## src/rtl/div_seq_ctrl.sv

```systemverilog
// div_seq_ctrl: RISC-V DIV/DIVU/REM/REMU sequencer around an unsigned divider.
// Resolves divide-by-zero and signed overflow locally and fixes result signs.
module div_seq_ctrl #(
    parameter int XLEN  = 32,
    parameter int TAG_W = 5
) (
    input  logic             clk,
    input  logic             reset_n,
    input  logic             req_valid,
    output logic             req_ready,
    input  logic [1:0]       req_op,
    input  logic [XLEN-1:0]  req_a,
    input  logic [XLEN-1:0]  req_b,
    input  logic [TAG_W-1:0] req_tag,
    input  logic             flush,
    output logic             res_valid,
    input  logic             res_ready,
    output logic [XLEN-1:0]  res_data,
    output logic [TAG_W-1:0] res_tag,
    output logic             div_start,
    output logic [XLEN-1:0]  div_x,
    output logic [XLEN-1:0]  div_y,
    input  logic             div_busy,
    input  logic             div_done,
    input  logic [XLEN-1:0]  div_q,
    input  logic [XLEN-1:0]  div_r
);

    typedef enum logic [2:0] {
        IDLE,
        LAUNCH,
        WAIT,
        FIX,
        RESP,
        DRAIN
    } state_t;

    localparam logic [XLEN-1:0] MIN_NEG = {1'b1, {(XLEN-1){1'b0}}};

    state_t state, state_nxt;

    logic [1:0]      op_q;
    logic            sa_q;
    logic            sb_q;
    logic            accept;
    logic            is_signed;
    logic            a_neg;
    logic            b_neg;
    logic            b_zero;
    logic            ovf;
    logic            fast;
    logic            div_ok;
    logic [XLEN-1:0] a_mag;
    logic [XLEN-1:0] b_mag;
    logic [XLEN-1:0] fast_res;
    logic [XLEN-1:0] q_fix;
    logic [XLEN-1:0] r_fix;
    logic [XLEN-1:0] fix_res;

    assign req_ready = (state == IDLE) & ~div_busy;
    assign accept    = req_valid & req_ready & ~flush;

    // op[0] clear means signed (DIV/REM)
    assign is_signed = ~req_op[0];
    assign a_neg     = is_signed & req_a[XLEN-1];
    assign b_neg     = is_signed & req_b[XLEN-1];
    assign a_mag     = a_neg ? -req_a : req_a;
    assign b_mag     = b_neg ? -req_b : req_b;

    assign b_zero = ~|req_b;
    assign ovf    = is_signed & (req_a == MIN_NEG) & (&req_b);
    assign fast   = b_zero | ovf;

    always_comb begin
        fast_res = '0;
        if (b_zero) begin
            fast_res = req_op[1] ? req_a : '1;
        end else if (ovf) begin
            fast_res = req_op[1] ? '0 : req_a;
        end
    end

    assign div_ok  = div_done & ~div_busy;
    assign q_fix   = (sa_q ^ sb_q) ? -div_q : div_q;
    assign r_fix   = sa_q ? -div_r : div_r;
    assign fix_res = op_q[1] ? r_fix : q_fix;

    always_comb begin
        state_nxt = state;
        res_valid = 1'b0;
        div_start = 1'b0;
        unique case (state)
            IDLE: begin
                if (accept) begin
                    state_nxt = fast ? RESP : LAUNCH;
                end
            end
            LAUNCH: begin
                div_start = 1'b1;
                state_nxt = flush ? DRAIN : WAIT;
            end
            WAIT: begin
                // divider has no abort, so a flush must outlive it
                if (flush) begin
                    state_nxt = div_ok ? IDLE : DRAIN;
                end else if (div_ok) begin
                    state_nxt = FIX;
                end
            end
            FIX: begin
                state_nxt = flush ? IDLE : RESP;
            end
            RESP: begin
                res_valid = 1'b1;
                if (flush || res_ready) begin
                    state_nxt = IDLE;
                end
            end
            DRAIN: begin
                if (div_ok) begin
                    state_nxt = IDLE;
                end
            end
            default: begin
                state_nxt = IDLE;
            end
        endcase
    end

    always_ff @(posedge clk or negedge reset_n) begin
        if (!reset_n) begin
            state    <= IDLE;
            op_q     <= '0;
            sa_q     <= 1'b0;
            sb_q     <= 1'b0;
            div_x    <= '0;
            div_y    <= '0;
            res_data <= '0;
            res_tag  <= '0;
        end else begin
            state <= state_nxt;
            if (accept) begin
                op_q    <= req_op;
                sa_q    <= a_neg;
                sb_q    <= b_neg;
                res_tag <= req_tag;
                if (fast) begin
                    res_data <= fast_res;
                end else begin
                    div_x <= a_mag;
                    div_y <= b_mag;
                end
            end
            if (state == FIX) begin
                res_data <= fix_res;
            end
        end
    end

endmodule

```

## config.mk

```make
export PLATFORM = sky130hd
export DESIGN_NAME = div_seq_ctrl
export DESIGN_NICKNAME = d
export VERILOG_FILES = /design/src/rtl/div_seq_ctrl.sv
export SDC_FILE = /design/constraint.sdc
export NUM_CORES = 1
export LEC_CHECK = 0
export CAP_MARGIN = 25
export CORE_MARGIN = 2
export CORE_UTILIZATION = 40
export DETAILED_ROUTE_END_ITERATION = 10
export PLACE_DENSITY = 0.71
export RECOVER_POWER = 50
export SLEW_MARGIN = 10
export SYNTH_ARGS = -nofsm -noshare
export SYNTH_HDL_FRONTEND = slang
export SYNTH_SLANG_ARGS = --single-unit
```

## constraint.sdc

```tcl
create_clock -name clk -period 6.8 [get_ports clk]
set_input_delay 1.02 -clock clk [delete_from_list [all_inputs] [get_ports clk]]
set_output_delay 1.02 -clock clk [all_outputs]
set_load 0.02 [all_outputs]
```

# [After elaboration in Yosys (flattened, before gate mapping)]
# Cells that the tools add are included.
[word_totals] regBits=108 in_bits=142 output_inout_bits=104 word_cells=70
[op_classes] addsub=4 eq_ne=10 muxes=24 n_bitwise=14 n_reduce_logical=10
[ops] operator="32-bit two-way mux" n=12
[ops] operator="32-bit negator" n=4
[ops] operator="32-bit equality test, second input constant" n=1
[ops] operator="32-bit AND reduction" n=1
[ops] operator="32-bit OR reduction" n=1
[ops] operator="3-bit two-way mux" n=9
[ops] operator="3-bit case mux with 6 select lines" n=1
[ops] operator="1-bit AND" n=8
[ops] operator="3-bit by 2-bit equality test with 1-bit output, second input constant" n=2
[ops] operator="3-bit equality test, second input constant" n=2
[ops] operator="2-bit != test, second input constant" n=3
[ops] operator="1-bit NOT" n=4
[ops] operator="2-bit AND reduction" n=2
[ops] operator="4-bit AND reduction" n=1
[ops] operator="2-bit nonzero test" n=2
[ops] operator="3-bit by 1-bit equality test with 1-bit output, second input constant" n=1
[ops] operator="3-bit logical NOT" n=1
[ops] operator="3-bit != test, second input constant" n=1
[ops] operator="1-bit two-way mux" n=2
[ops] operator="1-bit logical NOT" n=1
[ops] operator="1-bit logical OR" n=1
[ops] operator="1-bit OR" n=1
[ops] operator="1-bit bitwise XOR" n=1

# [Longest topological paths before layout]
[logic_depth] ltp_word=8 depth_mapped=11 depth_no_buf=8

# [Worst setup path before layout]
# Ideal clock, no wire load.
[synth_path] path_kind="input -> register" from="input req_b[15]" to="register res_data[27]" setup_time_ns=0.126 arrival_ns=3.216 t_required_ns=6.674 slack_ns=3.458 cell_stages=8 n_path_buf=2 cell_sequence="clkbuf_2 or4_1 or4_1 or3_4 o21ai_4 a21oi_4 buf_6 a221o_1"
[synth_between] elab_chain_cells=7 word_cells_on_any_way=12 classes_between="mux (5); bitwise (2); reduce/logical (5)"
[synth_rtl] element="start, declared" line="13" source="input logic [XLEN-1:0] req_b,"
[synth_rtl] element="32-bit AND reduction" line="71" source="assign ovf = is_signed & (req_a == MIN_NEG) & (&req_b);"
[synth_rtl] element="1-bit AND" line="71"
[synth_rtl] element="32-bit two-way mux" line="78" source="end else if (ovf) begin"
[synth_rtl] element="32-bit two-way mux" line="76" source="if (b_zero) begin"
[synth_rtl] element="32-bit two-way mux" line="147" source="if (fast) begin"
[synth_rtl] element="32-bit two-way mux" line="142" source="if (accept) begin"
[synth_rtl] element="32-bit two-way mux" line="154" source="if (state == FIX) begin"
[synth_rtl] element="end signal, assigned" line="148" source="res_data <= fast_res;"
[synth_rtl] element="end signal, assigned" line="155" source="res_data <= fix_res;"
[synth_rtl] element="end, declared" line="18" source="output logic [XLEN-1:0] res_data,"
# Several ways; a longest one is shown, not always the timed one. The select of a mux whose other input is x is not followed.
# A chain may end at the register's enable or synchronous reset.

==> reports/qor.yml <==
power_and_ir_drop:
  switching_share_pct: 41.6
  p_comb_share_pct: 55.2
  p_clk_share_pct: 15.1
  seq_power_share_pct: 29.6
  power_leakage_nw: 4.10
  irDropWorstVdd_v: 0.000190
  p_switching_mw: 1.51
  power.density_nw_per_um2: 350
  intPower_mw: 2.12
setup_path:
  cp_slowest_cell: "clkbuf_1"
  r2r_start: "state[2]"
  cp_max_fo: 57
  r2r_end: "res_data[27]"
  critPathBufInv: 2
  cpPeakStageDelay_ps: 1890
  crit_required_ps: 7030
  cp_cell_sequence: "clkbuf_1, clkbuf_2"
  crit_path_start_kind: "input port"
  cp.depth: 2
  arrival_ps: 4270
  critPathKind: "input port to async pin"
  r2r_cells: 7
  crit_family: "buffers and inverters"
  rrSetupSlack_ps: 3430
  cp-end-kind: "async pin"
floorplan:
  initial_core_util_pct: 41.2
  num_rows: 49
  io_pins: 246
  coreArea_sq_um: 18100
  dieArea_sq_um: 19700
  die_w_um: 140
  dieHeight_um: 140
sta:
  finalSetupViolations: 0
  final_hold_viol_count: 0
  relSlewSlack_pct: -82.3
  fin_crit_ps: 4040
  final.setup.tns_ps: 0
  rsz0062_at_grt: "false"
  clock_skew_ps: 15.9
  drv_slew: 52
  worst_pin_slew_ps: 2730
  fmax_ghz: 0.247
  timing.hold.ws_ps: 473
  min_period_over_period_pct: 59.5
clock_tree:
  clock_path_buffers: 2
  cts_tree: "built"
  clkLatencyLatePin_ps: 360
  h-tree-depth: 3
  path_clk_slew_ps: 70
  cts.sinks: 107
  cts-root-buf: "clkbuf_16"
  cts_buffers: 9
  postCtsHoldBufs: 0
  ctsResizeCount: 0
  postCtsSetupBuffers: 0
global_routing:
  grt_overflow: 0
  grt_pass1_wl_um: 36700
  grtUsageTotal_pct: 23.6
  grt_pass1_vias: 6839
  antenna_found_initial: 0
  grt_max_degree: 129
synthesis:
  ys_seq_area_share_pct: 36.0
  synth_area_leaders: "dfrtp_1, xor2_1, xnor2_1, o21ai_0, nand2_1"
  netlist-cell-type-count: 60
  synth_edf_count: 0
  yosysTopAreaCell: "dfrtp_1"
  ys_warn_count: 0
  synthCells: 861
  ys_ff_latch: 107
  syn-cell-area_sq_um: 7450
  synth_top_area_share_pct: 36.0
  synthFlopType: "dfrtp_1"
  syn_nets: 1008
  async_flop_share_pct: 100
  avgSynthCellArea_sq_um: 8.65
finish:
  finish.utilization_pct: 57.4
  drive_gt1_share_pct: 3.86
  fin_area_sq_um: 10400
  syn_to_final_growth_pct: 39.3
  nNetsFinal: 1230
  n_antenna_cell: 0
worst_hold_path:
  whs_path_depth: 2
  hp-start: "div_y[13]"
  holdPathEnd: "div_y[13]"
  min_path_type: "register to register"
detailed_routing:
  vias: 7273
  drt-wirelength-per-cell_um: 18.0
  viasPerCell: 5.52
  drtAntennaViolNets: 0
  dr.pass1.iters: 10
  drc: 1
  drt_iter0_markers: 530
  route.final.wire_length_um: 23700
place:
  io_buffers: 245
  dpl.hpwl_um: 18600
  dpl_cell_area_sq_um: 10000
  gp_congestion: 0.909
run_status:
  violations: "design-rule violations, max-capacitance violations, max-slew violations"
  status: "finished, violations left"
run:
  maxCapViolCount: 1
==> cell families after synthesis <==
kind of cell	share of synthesized area, %
and+or+nand+nor	19.0
AOI/OAI and AO/OA	23.9
xor gates and xnor gates	13.9
DFF	36.0
buffers and inverters	4.32
muxes	2.17
adders and majority gates	0.840
==> metal layers <==
| layer | routed length, um | track usage (%) | part of all wire, % |
|---|---|---|---|
| met2 | 10700 | 37.5 | 45 |
| met1 | 10600 | 32.2 | 45 |
| met4 | 378 | 6.33 | 1.6 |
| met3 | 2010 | 5.74 | 8.5 |
| met5 | 0 | 0 | 0 |
==> registers in the layout, indices dropped and copies added, names as in the netlist <==
signal	count
div_y	32
state	3
res_data	32
div_x	32
sb_q	1
sa_q	1
op_q	1
res_tag	5
==> stage by stage <==
step	power (mW)	cells	setup slack [ps]
finish	3.64	1317	2760
global route	3.88	1317	1990
CTS	3.69	1314	2650
detailed placement	3.14	1298	2270
global placement	3.11	1297	2370
floorplan	2.23	861	3460
==> area by class of cell <==
class	count	area [sq um]
clock buffer	10	239
clock inverter	6	71.3
fill	1653	7710
inverter	19	71.3
multi-input combinational	688	4450
sequential	107	2680
tap	229	287
timing repair buffer	258	2580
==> synth_stat cells (14+ instances only) <==
cell and count:
a21oi_1 41, a221o_1 25, clkbuf_1 25, dfrtp_1 107, inv_1 19, mux2i_1 15
nand2_1 108, nor2_1 48, nor3_1 18, nor4_1 28, o21a_1 30, o21ai_0 85
o31ai_1 24, o41ai_1 14, xnor2_1 54, xor2_1 64
==> cells in the final DEF (no fill, tap or decap), drive strengths merged, types with 5 or more instances in the layout <==
cell	Yosys	layout
o41ai	14	14
o22ai	6	6
clkbuf	30	12
nand4	13	13
clkdlybuf4s50	0	192
a221o	25	25
o21a	30	30
dlygate4sd3	0	52
nor2	49	49
nand4b	5	5
buf	17	12
dfrtp	107	107
a31oi	11	11
a211o	7	7
o31ai	24	24
nor4	29	29
ha	5	5
a21oi	42	42
or3	10	10
mux2i	15	15
nand2	108	108
inv	19	21
nor2b	5	5
xnor2	54	54
o21ai	97	97
xor2	64	64
nand2b	9	9
nor3	18	18
or4	12	12
and2	5	5
==> worst max path at each step <==
stage	slack [ps]	from	endpoint
after global routing	1990	reset_n	res_data[5]
after detailed placement	2270	req_a[0]	div_y[20]
after CTS	2650	req_a[0]	div_y[20]
final	2760	reset_n	res_data[5]
after floorplan	3460	req_b[15]	res_data[27]
after global placement	2370	req_b[19]	div_x[22]
==> power by group through the flow <==
stage | registers [mW] | clock network, mW | logic [mW]
after global routing | 1.11 | 0.585 | 2.18
after floorplan | 1.38 | 0 | 0.849
after detailed placement | 1.11 | 0 | 2.02
after global placement | 1.11 | 0 | 2.00
final | 1.08 | 0.550 | 2.01
after CTS | 1.11 | 0.560 | 2.03
Note: power is estimated with default switching activity, not from simulation.
